### src/rtl/mult_pkg.sv
// rtl/mult_pkg.sv - shared widths, state encoding and saturation limits for the MAC datapath
package mult_pkg;
    localparam int IN_W  = 64;
    localparam int ACC_W = 80;

    typedef enum logic {
        ACCUM = 1'b0,
        HOLD  = 1'b1
    } mac_state_e;

    // Limits are built wide and truncated by the caller to its own accumulator width.
    function automatic logic [127:0] sat_max(input int w);
        return (128'd1 << (w - 1)) - 128'd1;
    endfunction

    function automatic logic [127:0] sat_min(input int w);
        return ~sat_max(w);
    endfunction
endpackage

### src/rtl/sat_adder.sv
// rtl/sat_adder.sv - signed saturating add of a sign-extended product into the accumulator
module sat_adder #(
    parameter int IN_W  = mult_pkg::IN_W,
    parameter int ACC_W = mult_pkg::ACC_W
) (
    input  logic [ACC_W-1:0] a,
    input  logic [IN_W-1:0]  b,
    output logic [ACC_W-1:0] sum,
    output logic             overflow
);
    import mult_pkg::*;

    localparam logic [ACC_W-1:0] SAT_MAX = ACC_W'(sat_max(ACC_W));
    localparam logic [ACC_W-1:0] SAT_MIN = ACC_W'(sat_min(ACC_W));

    logic [ACC_W:0] wide;
    logic           pos_ovf;
    logic           neg_ovf;

    // One guard bit: the top two bits disagree exactly when the true sum leaves ACC_W range.
    always_comb begin
        wide     = {a[ACC_W-1], a} + {{(ACC_W + 1 - IN_W){b[IN_W-1]}}, b};
        pos_ovf  = (wide[ACC_W:ACC_W-1] == 2'b01);
        neg_ovf  = (wide[ACC_W:ACC_W-1] == 2'b10);
        overflow = pos_ovf | neg_ovf;
        if (pos_ovf) begin
            sum = SAT_MAX;
        end else if (neg_ovf) begin
            sum = SAT_MIN;
        end else begin
            sum = wide[ACC_W-1:0];
        end
    end
endmodule

### src/rtl/mac_accumulator.sv
// rtl/mac_accumulator.sv - sums bursts of signed products and presents the total on a valid/ready port
module mac_accumulator #(
    parameter int IN_W  = mult_pkg::IN_W,
    parameter int ACC_W = mult_pkg::ACC_W,
    parameter int CNT_W = 16
) (
    input  logic             i_clk,
    input  logic             i_rst,
    input  logic             i_valid,
    output logic             o_ready,
    input  logic [IN_W-1:0]  i_product,
    input  logic             i_last,
    input  logic             i_clear,
    output logic             o_valid,
    input  logic             i_ready,
    output logic [ACC_W-1:0] o_acc,
    output logic [CNT_W-1:0] o_count,
    output logic             o_overflow
);
    import mult_pkg::*;

    mac_state_e       state_q, state_d;
    logic [ACC_W-1:0] acc_q, acc_d;
    logic [CNT_W-1:0] cnt_q, cnt_d;
    logic             ovf_q, ovf_d;
    logic [ACC_W-1:0] res_acc_q, res_acc_d;
    logic [CNT_W-1:0] res_cnt_q, res_cnt_d;
    logic             res_ovf_q, res_ovf_d;

    logic             accept;
    logic [ACC_W-1:0] base_acc;
    logic [CNT_W-1:0] base_cnt;
    logic             base_ovf;
    logic [ACC_W-1:0] sum;
    logic             add_ovf;
    logic [CNT_W-1:0] inc_cnt;

    assign accept   = i_valid && (state_q == ACCUM);
    // A clear coinciding with a beat wipes the old sum first, so the beat starts a fresh burst.
    assign base_acc = i_clear ? '0 : acc_q;
    assign base_cnt = i_clear ? '0 : cnt_q;
    assign base_ovf = i_clear ? 1'b0 : ovf_q;
    assign inc_cnt  = (&base_cnt) ? base_cnt : base_cnt + CNT_W'(1);

    sat_adder #(
        .IN_W  (IN_W),
        .ACC_W (ACC_W)
    ) u_sat_adder (
        .a        (base_acc),
        .b        (i_product),
        .sum      (sum),
        .overflow (add_ovf)
    );

    always_comb begin
        state_d   = state_q;
        acc_d     = acc_q;
        cnt_d     = cnt_q;
        ovf_d     = ovf_q;
        res_acc_d = res_acc_q;
        res_cnt_d = res_cnt_q;
        res_ovf_d = res_ovf_q;
        case (state_q)
            ACCUM: begin
                if (accept) begin
                    acc_d = sum;
                    cnt_d = inc_cnt;
                    ovf_d = base_ovf | add_ovf;
                    if (i_last) begin
                        res_acc_d = sum;
                        res_cnt_d = inc_cnt;
                        res_ovf_d = base_ovf | add_ovf;
                        state_d   = HOLD;
                    end
                end else if (i_clear) begin
                    acc_d = '0;
                    cnt_d = '0;
                    ovf_d = 1'b0;
                end
            end
            HOLD: begin
                if (i_ready) begin
                    state_d   = ACCUM;
                    acc_d     = '0;
                    cnt_d     = '0;
                    ovf_d     = 1'b0;
                    res_ovf_d = 1'b0;
                end
            end
            default: state_d = ACCUM;
        endcase
    end

    always_ff @(posedge i_clk or negedge i_rst) begin
        if (!i_rst) begin
            state_q   <= ACCUM;
            acc_q     <= '0;
            cnt_q     <= '0;
            ovf_q     <= 1'b0;
            res_acc_q <= '0;
            res_cnt_q <= '0;
            res_ovf_q <= 1'b0;
        end else begin
            state_q   <= state_d;
            acc_q     <= acc_d;
            cnt_q     <= cnt_d;
            ovf_q     <= ovf_d;
            res_acc_q <= res_acc_d;
            res_cnt_q <= res_cnt_d;
            res_ovf_q <= res_ovf_d;
        end
    end

    assign o_ready    = (state_q == ACCUM);
    assign o_valid    = (state_q == HOLD);
    assign o_acc      = res_acc_q;
    assign o_count    = res_cnt_q;
    assign o_overflow = res_ovf_q;
endmodule

### config.mk
export PLATFORM = sky130hd
export DESIGN_NAME = mac_accumulator
export DESIGN_NICKNAME = d
export VERILOG_FILES = /design/src/rtl/mult_pkg.sv /design/src/rtl/sat_adder.sv /design/src/rtl/mac_accumulator.sv
export SDC_FILE = /design/constraint.sdc
export NUM_CORES = 1
export LEC_CHECK = 0
export ABC_AREA = 1
export CORE_AREA = 2 2 225 227
export CTS_CLUSTER_DIAMETER = 30
export DETAILED_ROUTE_END_ITERATION = 8
export DIE_AREA = 0 0 227 229
export PLACE_DENSITY = 0.57
export SLEW_MARGIN = 20
export SYNTH_ARGS = -nofsm -noshare
export SYNTH_HDL_FRONTEND = slang
export SYNTH_HIERARCHICAL = 1
export SYNTH_SLANG_ARGS = --single-unit
### constraint.sdc
create_clock -name i_clk -period 3.9 [get_ports i_clk]
set_input_delay 0.39 -clock i_clk [delete_from_list [all_inputs] [get_ports i_clk]]
set_output_delay 0.39 -clock i_clk [all_outputs]
set_load 0.03 [all_outputs]
== After elaboration in Yosys (flattened, before gate mapping) ==
Cells that the tools add are included.

* Bits of input ports: 70
* Word-level logic and storage cells: 43
* Bits in registers: 195
* Output and inout bits: 99

* Equality and inequality tests: 5
* Bitwise logic cells: 3
* $add $sub $neg: 2
* Muxes and demuxes: 22
* Reductions and logical operators: 4

{| class="wikitable"
|+ Operators with widths
! operator !! count
|-
| 2-to-1 mux 80 bit || 5
|-
| case mux 80 bit (2 select lines) || 1
|-
| adder 80 x 64 -> 81 bit || 1
|-
| 2-to-1 mux 16 bit || 4
|-
| case mux 16 bit (2 select lines) || 1
|-
| adder 16 x 1 -> 16 bit (second input constant) || 1
|-
| AND reduction 16 bit || 1
|-
| 2-to-1 mux 1 bit || 8
|-
| case mux 1 bit (2 select lines) || 3
|-
| AND reduction 3 bit || 2
|-
| != test 2 x 1 -> 1 bit (second input constant) || 2
|-
| equality test 2 x 1 -> 1 bit (second input constant) || 1
|-
| equality test 2 bit (second input constant) || 1
|-
| != test 2 bit (second input constant) || 1
|-
| OR 1 bit || 2
|-
| logical AND 1 bit || 1
|-
| NOT 1 bit || 1
|}

== Logic depth before layout (Yosys ltp) ==
Gate-level depths: netlist of run 1.

* Word-level depth: 8
* Gate-level depth with buffers: 30
* Gate-level depth less buffers: 25

== Modules after synthesis ==
The synthesis of run 1 kept the hierarchy.

{| class="wikitable"
|+ By module, submodules not included
! module !! times used !! cells an instance !! area an instance (µm²)
|-
| mac_accumulator || 1 || 1114 || 9086.2
|-
| sat_adder || 1 || 1686 || 8056.5
|}

== Worst setup path before layout of run 1 ==
No wires, ideal clock.

* Kind: input-to-reg
* Start: input i_clear
* End: register acc_q[58]
* Setup slack: 0.121 ns
* Cell stages on the path: 30
* Arrival: 3.636 ns
* Path through: inv_4 > buf_12 > buf_6 > buf_2 > nand2_1 > inv_1 > ha_1 > inv_1 > fa_1 > inv_1 > nand2_1 > nand2_1 > nand3_1 > nand2_2 > nand2_1 > nand3_1 > nand2_1 > nand3_2 > nand2_2 > nand2_1 > nand2_1 > nand2_1 > ha_1 > clkbuf_1 > clkinv_1 > clkbuf_1 > nand3_1 > nand2_1 > inv_1 > o221ai_1

* Longest elaborated chain between the ends: 7
* Elaborated cells between the ends (all ways): 8
* Classes of those cells: 1 x add/sub; 2 x eq/ne; 5 x mux

{| class="wikitable"
|+ Ends and longest elaborated chain
! element !! RTL line !! source
|-
| start, declared || mac_accumulator.sv:13 || <nowiki>input logic i_clear,</nowiki>
|-
| 2-to-1 mux 80 bit (*) || -- ||
|-
| via base_acc[0] || mac_accumulator.sv:31 || <nowiki>logic [ACC_W-1:0] base_acc;</nowiki>
|-
| adder 80 x 64 -> 81 bit (*) || sat_adder.sv:22 || <nowiki>wide = {a[ACC_W-1], a} + {{(ACC_W + 1 - IN_W){b[IN_W-1]}}, b};</nowiki>
|-
| equality test 2 bit || sat_adder.sv:24 || <nowiki>neg_ovf = (wide[ACC_W:ACC_W-1] == 2'b10);</nowiki>
|-
| 2-to-1 mux 80 bit || sat_adder.sv:28 || <nowiki>end else if (neg_ovf) begin</nowiki>
|-
| 2-to-1 mux 80 bit (*) || sat_adder.sv:26 || <nowiki>if (pos_ovf) begin</nowiki>
|-
| via sum[58] || mac_accumulator.sv:34 || <nowiki>logic [ACC_W-1:0] sum;</nowiki>
|-
| 2-to-1 mux 80 bit (*) || mac_accumulator.sv:65 || <nowiki>if (accept) begin</nowiki>
|-
| case mux 80 bit (2 select lines) (*) || mac_accumulator.sv:63 || <nowiki>case (state_q)</nowiki>
|-
| end signal, assigned || mac_accumulator.sv:97 || <nowiki>acc_q <= '0;</nowiki>
|-
| end signal, assigned || mac_accumulator.sv:105 || <nowiki>acc_q <= acc_d;</nowiki>
|-
| end, declared || mac_accumulator.sv:23 || <nowiki>logic [ACC_W-1:0] acc_q, acc_d;</nowiki>
|}

Mark *: on every way through the listed nets, which the timed path passes. The rest lies on a longest branch.
A chain may end at the register's enable or synchronous reset.

== Final worst setup path of run 1 ==
* Start: input i_clear
* End: register acc_q[48]

Same word-level chain as after synthesis.

==> flow_summary.ini, run 1 <==
[yosys]
avgSynthCellArea_um2 = 6.12
synth-edff-count = 0
synthesis.instances = 2800
synth_top_area_cell = dfrtp_1
synth_seq_area_share_pct = 28.5
synth_flop_cell = dfrtp_1
synth_top_area_share_pct = 28.5
synth_nets = 2955
ys_types = 43
async_flop_share_pct = 100
synth.top_cells.by_area = dfrtp_1 (28%), nand2_1 (26%), inv_1 (9.9%)
yosysWarningCount = 6
syn_area_mm2 = 0.0171
synth_seq_cells = 195

[die]
die_w_um = 227
rows = 82
initial_utilization_pct = 34.5
die_h_um = 229
core_mm2 = 0.0497
num_io_pins = 169
die_area_mm2 = 0.0520

[power]
vdd_drop_max_uv = 443
pwr-share-seq_pct = 24.9
pwr-share-comb_pct = 60.7
switching_share_pct = 45.9
switching_power_w = 0.00571
clkPwrFrac_pct = 14.4
p_int_w = 0.00672
p_per_area_mw_per_mm2 = 531
leakage_nw = 13.1

[finish]
insertedDiodeCount = 0
final_common_cell = nand2_1
instances_no_fill = 4015
num-nets-final = 3485
layout_common_cells = nand2_1 (1164), inv_1 (453), buf_4 (404)
area_growth_pct = 36.5
drive_above_1_share_pct = 20.0

[worst_setup_path]
crit_required_ps = 4250
crit_top_cell = nand2_1
slowest_stage = ha_1
worstPathBufferInverterCount = 10
critPathLaunchType = primary input
r2r-end = acc_q[48]
path_class = primary input to flop
path_max_fanout = 19
r2r_start = acc_q[22]
critPathCaptureType = flop
critPathArrivalTime_ps = 3810
cpPeakStageDelay_ps = 360
r2r.worst_path.cells = 23
critical-path-top-delay-family = buffers and inverters
ff2ff_setup_slack_ps = 520

[run_status]
status = completed

[clock_tree]
h-tree-depth = 4
cts_tree = built
cts_buffers = 17
clk_pin_slew_ps = 80
cts_max_path_buffers = 2
clk_latency_ps = 510
cts.sinks = 195
ctsHoldBuffers = 0
cts-root-buf = clkbuf_16

[route]
route.vias.total = 19000
first_pass_iters = 8
wl_um = 67100
routedWlPerCell_um = 16.7
final_antenna_net_count = 0
drt_iter0_drc = 1374
viasPerCell = 4.74
route.detailed.drc = 0

[hold_path]
holdCritPathClass = primary input to asynchronous set/reset pin

[global_route]
grt_pass1_vias = 18500
grt_usage_pct = 26.2
grt_overflow = 0
grt_pass1_wl_um = 104000
grt_max_degree = 100
antenna_found_initial = 1

[sta]
skew_ps = 21.0
setup_viol = 0
hold_viol_final = 0
period_minus_slack_ps = 3470
fmax_mhz = 288
drv_slew = 0
hold_ws_ps = 3.19
finalCritPeriodShare_pct = 88.9
totalNegativeSetupSlack_ps = 0
worst_slew_pin_slew_ps = 1090
rsz0062_at_grt = false
slew-limit-headroom_pct = 27.7

[place]
numPortBuffers = 168
hpwl_um = 54100
placedCellCount = 3979
place.gp.congestion = 1.00

[job]
max-cap-violations = 0
what timing repair did:
action,in CTS,in global routing
gates resized for setup,0,49
buffers inserted,0,1
setup endpoints to repair,0,157
worst max-delay path by stage:
| stage | start | to | slack (ps) | depth (start not counted) |
|---|---|---|---|---|
| CTS | i_clear | acc_q[5] | 30 | 21 |
| detailed placement | i_clear | acc_q[5] | -520 | 21 |
| global route | acc_q[0] | acc_q[25] | 220 | 26 |
| floorplan | i_clear | acc_q[58] | 120 | 30 |
| finish | i_clear | acc_q[48] | 430 | 26 |
| global placement | i_clear | acc_q[5] | -430 | 21 |
flip-flops by register name, indices dropped and copies added (netlist names):
signal and count:
cnt_q 16, o_count 16, o_overflow 1, acc_q 80
o_acc 80, ovf_q 1, o_valid 1
metal layers:
metal  GRT usage [%]  wire length (µm)
met5               0                 0
met4            7.80              1590
met2            39.9             29100
met3            4.14              3290
met1            37.8             33100
final cells by class:
cell class	instances	area, µm²
multi-input combinational	2040	10200
clock buffer	18	439
sequential	195	4880
timing repair buffer	588	5060
fill	5372	26300
clock inverter	14	139
inverter	488	1840
tap	672	841
cells in the mapped netlist (all sizes together) (37+ instances only):
| cell type | count |
|---|---|
| a21oi | 129 |
| buf | 38 |
| clkbuf | 39 |
| dfrtp | 195 |
| ha | 84 |
| inv | 483 |
| nand2 | 1219 |
| nand3 | 127 |
| nor2 | 207 |
| o211ai | 43 |
| o21ai | 115 |
| o221ai | 37 |
cells by family after synthesis:
logic type	count (synthesis)	share of synthesized area (%)
AO/OA/AOI/OAI	348	12.0
flip-flops	195	28.5
XOR/XNOR	12	0.613
buffers and inverters	565	12.9
adder cells (fa/ha/maj)	85	6.25
AND/OR/NAND/NOR	1595	39.8
per-stage QoR:
| step | setup slack [ps] | util, % | instance area (µm²) | total power, W |
|---|---|---|---|---|
| detailed placement | -525 | 45.5 | 22600 | 0.0105 |
| global placement | -430 | 45.5 | 22600 | 0.0104 |
| CTS | 27.9 | 46.6 | 23200 | 0.0124 |
| global route | 216 | 47.1 | 23400 | 0.0134 |
| finish | 434 | 47.1 | 23400 | 0.0124 |
| floorplan | 121 | - | 17100 | 0.00702 |
power by group through the flow:
stage	Sequential [W]	Clock (W)	Combinational [W]
floorplan	0.00384	0	0.00319
global placement	0.00311	0	0.00731
detailed placement	0.00312	0	0.00735
CTS	0.00310	0.00187	0.00740
global route	0.00318	0.00193	0.00828
finish	0.00309	0.00179	0.00754
(Power assumes the default switching activity.)
==> inputs of run 2 (changes only) <==
clock period = 3.8 ns   (was 3.9 ns; I/O delays follow)
==> run 2 against run 1 <==
  * First-iteration DRC count shrank 5.4%
  * Non-clock buffer count grew 23
  * Clock skew shrank 3.8 ps
  * Critical path type is now flop to flop
  * Worst setup slack lost 44 ps
  * Clock power grew 12%
  * Highest routed layer unchanged
==> flow_summary.ini, run 2 (synthesis results as in run 1) <==
[place]
place.gp.congestion = 0.969
hpwl_um = 54600
numPortBuffers = 168

[worst_setup_path]
critPathArrivalTime_ps = 3830
r2r.worst_path.cells = 25
path_class = flop to flop
r2r_start = acc_q[0]
crit_required_ps = 4220
ff2ff_setup_slack_ps = 390
critPathLaunchType = flop
path_max_fanout = 9
critPathCaptureType = flop
r2r-end = acc_q[36]

[power]
power_w = 0.0131
p_per_area_mw_per_mm2 = 554
vdd_drop_max_uv = 405
leakage_nw = 13.3

[clock_tree]
cts_setup_buffers = 0
cts-root-buf = clkbuf_16
clk_latency_ps = 520
clk_pin_slew_ps = 80
h-tree-depth = 4
cts_max_path_buffers = 2
cts_tree = built
cts_buffers = 17
cts.sinks = 195

[run_status]
status = completed

[route]
wl_um = 68400
route.vias.total = 19000
drt_iter0_drc = 1300
routedWlPerCell_um = 16.9
viasPerCell = 4.70
final_antenna_net_count = 0
route.detailed.drc = 0
first_pass_iters = 5

[sta]
setup_viol = 0
rsz0062_at_grt = false
hold_viol_final = 0
slew-limit-headroom_pct = 33.0
worst_slew_pin_slew_ps = 1010
period_minus_slack_ps = 3410
finalCritPeriodShare_pct = 89.7
skew_ps = 17.2
drv_slew = 0
hold_ws_ps = 375
fmax_mhz = 293

[finish]
drive_above_1_share_pct = 20.4
insertedDiodeCount = 0
num-nets-final = 3508
nFillCells = 5345
area_growth_pct = 38.0
layout_common_cells = nand2_1 (1163), inv_1 (453), buf_4 (424)
final_common_cell = nand2_1

[global_route]
antenna_found_initial = 0
grt_usage_pct = 26.1
grt_pass1_vias = 18600
grt_overflow = 0
grt_pass1_wl_um = 104000
grt_max_degree = 94

[hold_path]
hold_end = acc_q[1]
hold_depth = 4
holdCritPathClass = primary input to flop
min_from = i_clear

[die]
initial_utilization_pct = 34.5
die_h_um = 229
rows = 82
num_io_pins = 169
core_mm2 = 0.0497
die_area_mm2 = 0.0520
die_w_um = 227

[job]
max-cap-violations = 0
## run 2: final cells by class
class / count / area [µm²] / area share (%)
clock buffers: 19 / 453 / 1.91
clock inverters: 13 / 185 / 0.783
inverters: 488 / 1850 / 7.83
multi-input cells: 2040 / 10200 / 43.1
flip-flops and latches: 195 / 4880 / 20.6
well taps: 672 / 841 / 3.55
repair buffers: 611 / 5260 / 22.2
## run 2: metrics by stage
stage,utilization [%],instances,setup TNS [ps],worst slack (ps),instance area [µm²]
after global routing,47.6,4038,0,126,23700
after floorplan,-,2800,0,31.1,17100
after global placement,45.7,3998,-58960,-460,22700
after detailed placement,45.7,3998,-60210,-462,22700
after CTS,47.0,4031,0,54.9,23400
final,47.6,4038,0,390,23700
## run 2: how the worst max path moves through the flow
stage	from	cells after the start	slack (ps)	endpoint
2_1_floorplan	i_clear	30	30	acc_q[58]
3_3_place_gp	i_clear	22	-460	acc_q[62]
3_5_place_dp	i_clear	21	-460	acc_q[62]
4_1_cts	i_clear	22	50	acc_q[48]
5_1_grt	acc_q[0]	25	130	acc_q[35]
6_report	acc_q[0]	25	390	acc_q[36]
## run 2: timing repair
action                                  CTS  global route
gates resized for setup                   0            43
endpoints found under the setup margin    0           160
hold buffers                              1             0
endpoints found under the hold margin    45             0
## run 2: power breakdown
part	switching, W	internal [W]	total, W
Clock	0.000964	0.00104	0.00201
Sequential	0.000409	0.00278	0.00319
Combinational	0.00460	0.00331	0.00791
## run 2: worst max-delay path, stage by stage (launching register included)
cell and delay, ps:
dfrtp_1 350, nand2_1 70, inv_1 60, ha_1 220, inv_1 80, fa_1 350
inv_1 80, nand2_1 80, nand2_1 70, nand3_1 100, nand2_2 110, nand2_1 60
nand3_1 160, nand2_1 90, nand3_2 110, nand2_2 70, nand2_1 90, buf_4 100
nand2_1 40, nand2_1 70, ha_2 250, clkinv_8 140, clkbuf_16 200, o21ai_1 150
nand2_1 90, o211ai_1 130
## run 2: per-layer routing
layer / wire [µm] / GRT usage, % / share of wire, %
met1: 33800 / 38.0 / 49
met2: 29400 / 39.8 / 43
met3: 3480 / 3.89 / 5.1
met4: 1680 / 7.76 / 2.5
met5: 0 / 0 / 0
==> inputs of run 3 (changes only) <==
ABC_AREA = not set   (was 1)
CORE_AREA = 2 2 202 204   (was 2 2 225 227)
DIE_AREA = 0 0 204 206   (was 0 0 227 229)
PLACE_DENSITY = 0.58   (was 0.57)
==> run 3 against run 2 <==
  * The flow now finishes with violations (setup timing)
  * Synthesized cell count shrank 46%
  * Core utilization rose by 6.5 points
  * Design area shrank 8.1%
  * Cell count shrank 36%
  * Global-route usage shrank 3.5 points
  * Non-clock buffer count up 17
  * Clock skew is 0.76 ps lower
  * Fmax is 18% lower
  * Sequential power rose by 5%
  * Clock power about the same
  * First-iteration DRC count shrank 35%
  * Highest routed layer unchanged
==> flow_summary.ini, run 3 <==
[yosys]
synth_top_area_cell = dfrtp_1
synth.most_common_cell = dfrtp_1
synth_top_area_share_pct = 35.3
synth-xor-area-share_pct = 5.51
synth_nets = 1663
synth_compound_area_share_pct = 25.8
synth_top_family_by_area = compound AO/OA/AOI/OAI gates
synth-simple-area-share_pct = 15.1
synthAdderAreaFrac_pct = 7.74
synth_seq_cells = 195
syn_area_mm2 = 0.0138
synth.top_cells.by_area = dfrtp_1 (35%), ha_1 (7.6%), mux2_2 (6.7%)
synth-edff-count = 0
async_flop_share_pct = 100
muxShareOfSynthArea_pct = 6.75
yosysWarningCount = 6
synth_seq_area_share_pct = 35.3
synth_flop_cell = dfrtp_1
synthesis.instances = 1508
synthTopCellsByCount = dfrtp_1 (195), o21ai_0 (151), a21oi_1 (120)
ys_types = 81
avgSynthCellArea_um2 = 9.18

[route]
routedWlPerCell_um = 18.9
wl_met2_um = 23600
drt_iter0_drc = 840
wl_um = 49300
route.detailed.drc = 0
wl_met1_um = 22300
final_antenna_net_count = 0
route.vias.total = 13800
dr_wl_met3_um = 1940
first_pass_iters = 5
viasPerCell = 5.31
top_layer_used = met4

[sta]
setup_viol = 158
rsz0062_at_grt = true
worst_slew_pin_slew_ps = 1100
hold_viol_final = 0
setup_slack_ps = -364
totalNegativeSetupSlack_ps = -34070
finalCritPeriodShare_pct = 110
drv_slew = 0
period_minus_slack_ps = 4160
skew_ps = 16.4
slew-limit-headroom_pct = 26.7
fmax_mhz = 240

[die]
die_area_mm2 = 0.0420
initial_utilization_pct = 34.4
core_mm2 = 0.0402
rows = 74
die_w_um = 204
num_io_pins = 169
die_h_um = 206

[run_status]
status = finished with violations
violations = setup timing

[global_route]
antenna_found_initial = 0
grt_overflow = 0
grt_usage_pct = 22.6
grt_pass1_wl_um = 74900
grt_pass1_vias = 13900
grt_max_degree = 93

[worst_setup_path]
critPathCaptureType = flop
path_max_fanout = 5
cpPeakStageDelay_ps = 510
path_class = flop to flop
critPathLaunchType = flop
critPathArrivalTime_ps = 4520
ff2ff_setup_slack_ps = -360
crit_required_ps = 4160
slowest_stage = or4_4
worstPathBufferInverterCount = 2
path_cells = nor2b_4, ha_1, nand4_1, nor3_2, o211ai_1, a31oi_4, o211ai_1, buf_4, o31ai_4, a21oi_2, o21a_1, o21ai_2, xnor2_2, ha_4, inv_4, o2111a_1, or4_4, mux2_2
critical-path-top-delay-family = compound AO/OA/AOI/OAI gates
crit_top_cell = o211ai_1

[finish]
drive_above_1_share_pct = 35.9
num-nets-final = 2213
instances_no_fill = 2602
area_growth_pct = 57.2
finish.utilization_pct = 54.1
insertedDiodeCount = 0
final_common_cell = buf_4
layout_common_cells = buf_4 (412), dfrtp_1 (195), clkdlybuf4s50_1 (166)

[power]
leakage_nw = 9.68
vdd_drop_max_uv = 470
p_per_area_mw_per_mm2 = 711

[hold_path]
holdCritPathClass = primary input to asynchronous set/reset pin

[clock_tree]
h-tree-depth = 4
cts-root-buf = clkbuf_16
cts_tree = built
cts_buffers = 17
cts_max_path_buffers = 2
clk_latency_ps = 480
clk_pin_slew_ps = 80
cts.sinks = 195

[place]
hpwl_um = 32900
placedCellCount = 2481
numPortBuffers = 168
place.gp.congestion = 0.899
post-place-ws_ps = -1180

[job]
max-cap-violations = 0
==> run 3: final timing paths <==
check	start	endpoint	cells past startpoint
hold reg to reg	o_count[1]	o_count[1]	2
setup reg to reg	acc_q[23]	o_acc[68]	18
setup / recovery	acc_q[23]	o_acc[68]	18
hold / removal	i_rst	o_acc[12]	2
max in group asynchronous	i_rst	o_acc[53]	3
min in group i_clk	o_count[1]	o_count[1]	2
==> run 3: power by group <==
group	total [W]	internal (W)	switching, W
clock network	0.00200	0.00111	0.000883
logic	0.0101	0.00508	0.00505
registers	0.00335	0.00287	0.000475
total	0.0155	0.00907	0.00641
==> run 3: layer usage <==
| layer | GRT usage (%) | vias to the layer above |
|---|---|---|
| met5 | 0 | - |
| met4 | 7.82 | 0 |
| met3 | 2.89 | 70 |
| met2 | 37.7 | 349 |
| met1 | 30.2 | 6749 |
| li1 | - | 6638 |
==> run 3: what timing repair did <==
item                                    in CTS  in global routing
pin swaps                                   36                 33
setup buffers                               39                 41
endpoints found under the setup margin     162                162
resized for setup                          106                267
hold buffers                                 1                  0
hold endpoints to repair                    59                  0
gates cloned                                 7                  8
==> run 3: cell families (layout without fill, tap and decap cells) <==
logic type,count (synthesis),count (layout)
flops,195,195
simple gates,394,394
mux,83,83
xor+xnor,87,87
fa+ha+maj,85,85
compound gates,533,533
buf+inv,131,693
==> run 3: final cells by class <==
cell class / count / area [µm²]
clock inverter: 9 / 143
inverter: 33 / 139
tap: 532 / 666
timing repair buffer: 628 / 5660
clock buffer: 22 / 484
sequential: 195 / 4880
timing repair inverter: 1 / 16.3
multi-input combinational: 1182 / 9770
fill: 3626 / 18400
==> run 3: through the flow <==
stage | cell area [µm²] | hold WS [ps] | power [W]
after floorplan | 14000 | 84.4 | 0.00747
after global placement | 18700 | 406 | 0.0107
after detailed placement | 18700 | 406 | 0.0108
after CTS | 20200 | 464 | 0.0137
after global routing | 21700 | 507 | 0.0163
final | 21700 | 460 | 0.0155
